File: src/rtl/imem_arb_pkg.sv
// Shared types and default widths for the instruction-memory port arbiter.
package imem_arb_pkg;

    localparam int unsigned ADDR_W_DEF   = 13;
    localparam int unsigned DATA_W_DEF   = 32;
    localparam int unsigned MAX_WAIT_DEF = 4;

    // Port owner: the fetch stage or the loader/debug port.
    typedef enum logic {
        OWN_IF = 1'b0,
        OWN_LD = 1'b1
    } arb_state_e;

endpackage

File: src/rtl/arb_wait_counter.sv
// Saturating loader wait counter; expired_o flags cnt == MAX_WAIT-1.
module arb_wait_counter #(
    parameter int unsigned MAX_WAIT = 4
) (
    input  logic clk_i,
    input  logic rst_i,
    input  logic inc_i,
    input  logic clr_i,
    output logic expired_o
);

    localparam int unsigned CNT_W   = (MAX_WAIT > 1) ? $clog2(MAX_WAIT) : 1;
    localparam logic [CNT_W-1:0] CNT_MAX = CNT_W'(MAX_WAIT - 1);
    localparam logic RST_EXPIRED = (MAX_WAIT == 1);

    logic [CNT_W-1:0] cnt_q;
    logic [CNT_W-1:0] cnt_d;
    logic             expired_q;

    // Next count: clear wins, otherwise increment up to saturation.
    always_comb begin
        cnt_d = cnt_q;
        if (clr_i) begin
            cnt_d = '0;
        end else if (inc_i && (cnt_q != CNT_MAX)) begin
            cnt_d = cnt_q + CNT_W'(1);
        end
    end

    // Count register; expired is registered from the next count so it tracks cnt_q.
    always_ff @(posedge clk_i) begin
        if (rst_i) begin
            cnt_q     <= '0;
            expired_q <= RST_EXPIRED;
        end else begin
            cnt_q     <= cnt_d;
            expired_q <= (cnt_d == CNT_MAX);
        end
    end

    assign expired_o = expired_q;

endmodule

File: src/rtl/imem_port_arbiter.sv
// Single-port instruction memory arbiter between fetch and the loader/debug port.
module imem_port_arbiter
    import imem_arb_pkg::*;
#(
    parameter int unsigned ADDR_W   = ADDR_W_DEF,
    parameter int unsigned DATA_W   = DATA_W_DEF,
    parameter int unsigned MAX_WAIT = MAX_WAIT_DEF
) (
    input  logic              clk_i,
    input  logic              rst_i,
    input  logic              if_req_i,
    input  logic [ADDR_W-1:0] if_addr_i,
    input  logic              if_flush_i,
    output logic              if_stall_o,
    output logic              if_rvalid_o,
    output logic [DATA_W-1:0] if_rdata_o,
    input  logic              ld_req_i,
    input  logic              ld_we_i,
    input  logic              ld_lock_i,
    input  logic [ADDR_W-1:0] ld_addr_i,
    input  logic [DATA_W-1:0] ld_wdata_i,
    output logic              ld_gnt_o,
    output logic              ld_rvalid_o,
    output logic [DATA_W-1:0] ld_rdata_o,
    output logic [ADDR_W-1:0] mem_addr_o,
    output logic              mem_we_o,
    output logic [DATA_W-1:0] mem_wdata_o,
    input  logic [DATA_W-1:0] mem_rdata_i
);

    arb_state_e state_q;
    arb_state_e state_d;

    logic if_issue;
    logic ld_rd_issue;
    logic wait_inc;
    logic wait_clr;
    logic wait_expired;
    logic if_rvalid_q;
    logic ld_rvalid_q;

    arb_wait_counter #(
        .MAX_WAIT (MAX_WAIT)
    ) u_wait_cnt (
        .clk_i     (clk_i),
        .rst_i     (rst_i),
        .inc_i     (wait_inc),
        .clr_i     (wait_clr),
        .expired_o (wait_expired)
    );

    // Next-state, memory mux and handshake decode.
    always_comb begin
        state_d     = state_q;
        mem_addr_o  = if_addr_i;
        mem_we_o    = 1'b0;
        mem_wdata_o = ld_wdata_i;
        if_stall_o  = 1'b0;
        ld_gnt_o    = 1'b0;
        if_issue    = 1'b0;
        ld_rd_issue = 1'b0;
        wait_inc    = 1'b0;
        wait_clr    = 1'b1;

        if (rst_i) begin
            if_stall_o = 1'b1;
            state_d    = OWN_IF;
        end else begin
            unique case (state_q)
                OWN_IF: begin
                    if_issue = if_req_i;
                    wait_inc = ld_req_i & if_req_i;
                    wait_clr = ~wait_inc;
                    if (ld_req_i && (!if_req_i || wait_expired)) begin
                        state_d  = OWN_LD;
                        wait_clr = 1'b1;
                    end
                end
                OWN_LD: begin
                    mem_addr_o  = ld_addr_i;
                    mem_we_o    = ld_req_i & ld_we_i;
                    ld_gnt_o    = ld_req_i;
                    ld_rd_issue = ld_req_i & ~ld_we_i;
                    if_stall_o  = 1'b1;
                    state_d     = (ld_req_i && ld_lock_i) ? OWN_LD : OWN_IF;
                end
                default: state_d = OWN_IF;
            endcase
        end
    end

    // Owner state and one-cycle read-response valids; a flush kills the fetch response.
    always_ff @(posedge clk_i) begin
        if (rst_i) begin
            state_q     <= OWN_IF;
            if_rvalid_q <= 1'b0;
            ld_rvalid_q <= 1'b0;
        end else begin
            state_q     <= state_d;
            if_rvalid_q <= if_issue & ~if_flush_i;
            ld_rvalid_q <= ld_rd_issue;
        end
    end

    assign if_rvalid_o = if_rvalid_q;
    assign ld_rvalid_o = ld_rvalid_q;
    assign if_rdata_o  = mem_rdata_i;
    assign ld_rdata_o  = mem_rdata_i;

endmodule

File: config.mk
export PLATFORM = sky130hd
export DESIGN_NAME = imem_port_arbiter
export DESIGN_NICKNAME = d
export VERILOG_FILES = /design/src/rtl/imem_arb_pkg.sv /design/src/rtl/arb_wait_counter.sv /design/src/rtl/imem_port_arbiter.sv
export SDC_FILE = /design/constraint.sdc
export NUM_CORES = 1
export LEC_CHECK = 0
export CORE_AREA = 2 2 81 83
export DETAILED_ROUTE_END_ITERATION = 7
export DIE_AREA = 0 0 83 85
export GPL_ROUTABILITY_DRIVEN = 1
export HOLD_SLACK_MARGIN = 0.03
export PLACE_DENSITY = 0.8
export SLEW_MARGIN = 20
export SYNTH_ARGS = -nofsm -noshare
export SYNTH_HDL_FRONTEND = slang
export SYNTH_SLANG_ARGS = --single-unit
export TNS_END_PERCENT = 10
File: constraint.sdc
create_clock -name clk_i -period 1.7 [get_ports clk_i]
set_input_delay 0.34 -clock clk_i [delete_from_list [all_inputs] [get_ports clk_i]]
set_output_delay 0.34 -clock clk_i [all_outputs]
set_load 0.05 [all_outputs]
Word-level counts from Yosys, hierarchy flattened --
Index checks and enable logic that the tools add are counted.
Word-level totals: flip-flop bits (word level) 6, bits of input ports 97, output and inout bits 114
Operators by class: add/subtract/negate cells 1, equal/unequal tests 2, mux-type cells 20, bitwise operators 8, reductions and logical operators 6
Operators with widths (number):
- $mux W13 | 2
- $mux W1 | 15
- $and A1 B1 Y1 | 4
- $mux W2 | 2
- $not A1 Y1 | 4
- $logic_and A1 B1 Y1 | 3
- $add A2 B1 Y2 const B | 1
- $eq A2 B2 Y1 const B | 1
- $ne A2 B2 Y1 const B | 1
- $pmux W1 S2 | 1
- $reduce_or A2 Y1 | 1
- $logic_not A1 Y1 | 1
- $logic_or A1 B1 Y1 | 1

Logic depth before layout (Yosys ltp) --
word-level depth 8, gate-level depth with buffers 4

Hierarchy --
Synthesis repeated with hierarchy kept, for this count alone.
Second synthesis, totals: cells, all modules 139, area, all modules 1212.4 sq um
By module, submodules not included:
- imem_port_arbiter | times used 1, cells each 126, area each 1077.3 sq um, sequential area each 60.1 sq um
- arb_wait_counter | times used 1, cells each 13, area each 135.1 sq um, sequential area each 60.1 sq um

Least setup slack after synthesis --
No wires, ideal clock.
kind flip-flop to output port, start reg state_q, end out mem_addr_o[10], arrival time 1.136 ns, data required time 1.360 ns, path slack 0.224 ns, cell stages (with the launch flop) 5, buffers on the path 2, cell sequence dfxtp_1 nor2b_4 buf_6 buf_8 mux2_4
Between the ends: longest elaborated chain between the ends 2
RTL lines:
- from (decl) | RTL line imem_port_arbiter.sv:31 | arb_state_e state_q;
- from (signal assigned) | RTL line imem_port_arbiter.sv:99 | state_q <= state_d;
- $mux W13 | RTL line imem_port_arbiter.sv:69 | unique case (state_q)
- $mux W13 | RTL line imem_port_arbiter.sv:65 | if (rst_i) begin
- to (decl) | RTL line imem_port_arbiter.sv:25 | output logic [ADDR_W-1:0] mem_addr_o,
Every way passes these cells.

Final worst setup path --
start reg state_q, end out mem_addr_o[2]
Same word-level chain as after synthesis.

==> run_results.csv <==
group,metric,value,unit
status,status,"finished with violations",
status,violations,"negative setup slack",
place,placedInstanceArea,1030,um2
timing,setup_viol_count_final,4,
drt,drt_first_iter_violations,7,
cells_and_area,final_nets,192,
floorplanning,dieArea,7060,um2
timing,slew_violations,0,
critical_path,endpoint_kind,"output pin",
min_path,min_path_type,"primary input to flop",
critical_path,cp-start-kind,"flop",
clock_network,hold_buffers,0,
timing,rsz0062_at_grt,"yes",
logic_synthesis,avgSynthCellArea,8.84,um2
power_and_ir_drop,max-vdd-ir-drop,0.000416,V
logic_synthesis,yosys_warnings,0,
logic_synthesis,synth_area_leaders,"buf_4 (61%), dfxtp_1 (10%), mux2_4 (8.9%)",
clock_network,cts_buffers,3,
logic_synthesis,seq_area_frac_synth,10.1,%
place,gp_congestion,0.772,
cells_and_area,area_growth,1.06,%
cells_and_area,multi_input_area,337,um2
power_and_ir_drop,power_density,553,nW/um2
critical_path,crit_arrival,1.37,ns
power_and_ir_drop,leakagePower,0.493,nW
critical_path,crit_type,"flop to output pin",
timing,setup_slack,-0.00892,ns
cells_and_area,nFillCells,682,
flow_run,cap_violations,0,
place,place_hpwl,2430,um
floorplanning,die_h,85,um
global_route,grt_usage,7.53,%
logic_synthesis,synth_top_area_share,60.8,%
logic_synthesis,synth_nets,232,
cells_and_area,antennaDiodeCount,0,
floorplanning,die_w,83,um
place,io_buffers,50,
floorplanning,core.rowCount,29,
global_route,grt_max_degree,9,
timing,worst_pin_slew,0.221,ns
critical_path,cp_max_fo,8,
critical_path,critical_path_required,1.36,ns
cells_and_area,final_util,19.3,%
drt,vias_per_cell,3.55,
global_route,grt_pass1_wl,4060,um
clock_network,clkLatencyLatePin,0.22,ns
drt,wl_per_cell,16.7,um
clock_network,cts_root_buf,"clkbuf_8",
drt,drt_pass1_iterations,4,
floorplanning,pin_count,211,
drt,wl,2830,um
timing,period_needed,1.71,ns
drt,drc,0,
clock_network,htreeDepth,1,
logic_synthesis,synth_top_cell_by_area,"buf_4",
critical_path,rrSetupSlack,0.49,ns
clock_network,clock_tree.buffer_depth,2,
cells_and_area,drive_gt1_share,50.0,%
global_route,overflow,0,
timing,finalHoldViolCount,0,
global_route,grt_pass1_vias,677,
drt,ant_nets,0,
cells_and_area,final_area,1200,um2
logic_synthesis,synth-seq-cells,6,
timing,timing.final.crit_share,101,%
drt,vias,600,
cells_and_area,regArea,121,um2
floorplanning,start_util,19.1,%
timing,skew,0.00307,ns
logic_synthesis,netlist_area,1180,um2
logic_synthesis,ys_types,21,
clock_network,cts_tree,"built",
floorplanning,core_area,6200,um2
timing,max-slew-margin-rel,84.8,%
clock_network,clkSinkCount,6,
global_route,antenna_found_initial,0,
timing,max_freq,585,MHz
logic_synthesis,postSynthCellCount,134,
clock_network,clk_pin_slew_worst_paths,0.04,ns
cell usage after synthesis:
library cell,instances
and3_2,1
mux2_4,7
nor4_2,1
xor2_1,1
nand2b_1,2
mux2i_1,1
and3b_2,1
mux2_2,6
dfxtp_1,6
and2_2,1
or3b_4,1
nor3_1,2
buf_4,96
nor2b_4,1
buf_6,1
ha_1,1
or2_2,1
nor3b_1,1
inv_1,1
buf_8,1
o2111a_1,1
state kept, by name, indices dropped and copies added, names as in the netlist:
signal and cells:
u_wait_cnt.cnt_q 2, state_q 1, ld_rvalid_o 1, if_rvalid_o 1, u_wait_cnt.expired_o 1
area by class of cell:
cell class / instances / share of cell area, %
Clock buffer: 3 / 3.45
Tap cell: 77 / 8.05
Sequential cell: 6 / 10.1
Timing Repair Buffer: 53 / 49.9
Inverter: 1 / 0.313
Multi-Input combinational cell: 29 / 28.1
worst max-delay path, stage by stage (launching register included):
cell     delay, ns
dfxtp_2       0.32
nor2b_4       0.19
buf_12        0.16
mux2_4        0.32
buf_8         0.15
report_power, final:
| group | switching (mW) | internal (mW) |
|---|---|---|
| clock | 0.0582 | 0.152 |
| combinational | 0.141 | 0.164 |
| sequential | 0.00182 | 0.146 |
| total | 0.201 | 0.462 |
kinds of logic after synthesis:
family / after synthesis / synth area share [%]
flops: 6 / 10.1
xor+xnor: 1 / 0.739
simple gates: 12 / 8.34
compound gates: 1 / 0.950
fa+ha+maj: 1 / 1.06
mux: 14 / 15.4
buf+inv: 99 / 63.4
placed cells by master, fill, tap and decap left out, drive strengths merged:
master and count:
inv 1, clkdlybuf4s50 31, dfxtp 6, and3b 1, or3b 1, or2 1, mux2i 1, ha 1
nand2b 2, xor2 1, o2111a 1, mux2 13, nor3 2, and2 1, nor2b 1, clkbuf 3
nor3b 1, nor4 1, buf 22, and3 1
metal layers:
metal / track usage (%) / wire, um / up-vias
met5: 0 / 0 / -
met4: 4.02 / 106 / 0
li1: - / - / 247
met3: 5.93 / 506 / 13
met2: 15.1 / 1640 / 84
met1: 4.45 / 574 / 256
per-stage QoR:
step	worst slack, ns	instances	TNS [ns]	power [mW]	hold WS (ns)
CTS	-0.0869	170	-0.645	0.658	0.571
global placement	-0.327	164	-4.31	0.412	0.573
global route	-0.0514	169	-0.475	0.691	0.492
floorplan	0.224	134	0	0.903	0.416
detailed placement	-0.359	164	-4.58	0.417	0.593
finish	-0.00892	169	-0.0165	0.663	0.463
final timing paths:
check | endpoint | from | cells past startpoint
setup / recovery | mem_addr_o[2] | state_q | 4
hold / removal | state_q | rst_i | 3
setup reg to reg | u_wait_cnt.expired_o | state_q | 3
hold reg to reg | u_wait_cnt.cnt_q[0] | u_wait_cnt.expired_o | 2
what timing repair did:
item | in CTS | in global routing
setup buffers | 2 | 0
resized for setup | 18 | 14
gates cloned | 1 | 0
hold endpoints to repair | 0 | 0
endpoints found under the setup margin | 16 | 14
Power figures use the tool's default switching activity.
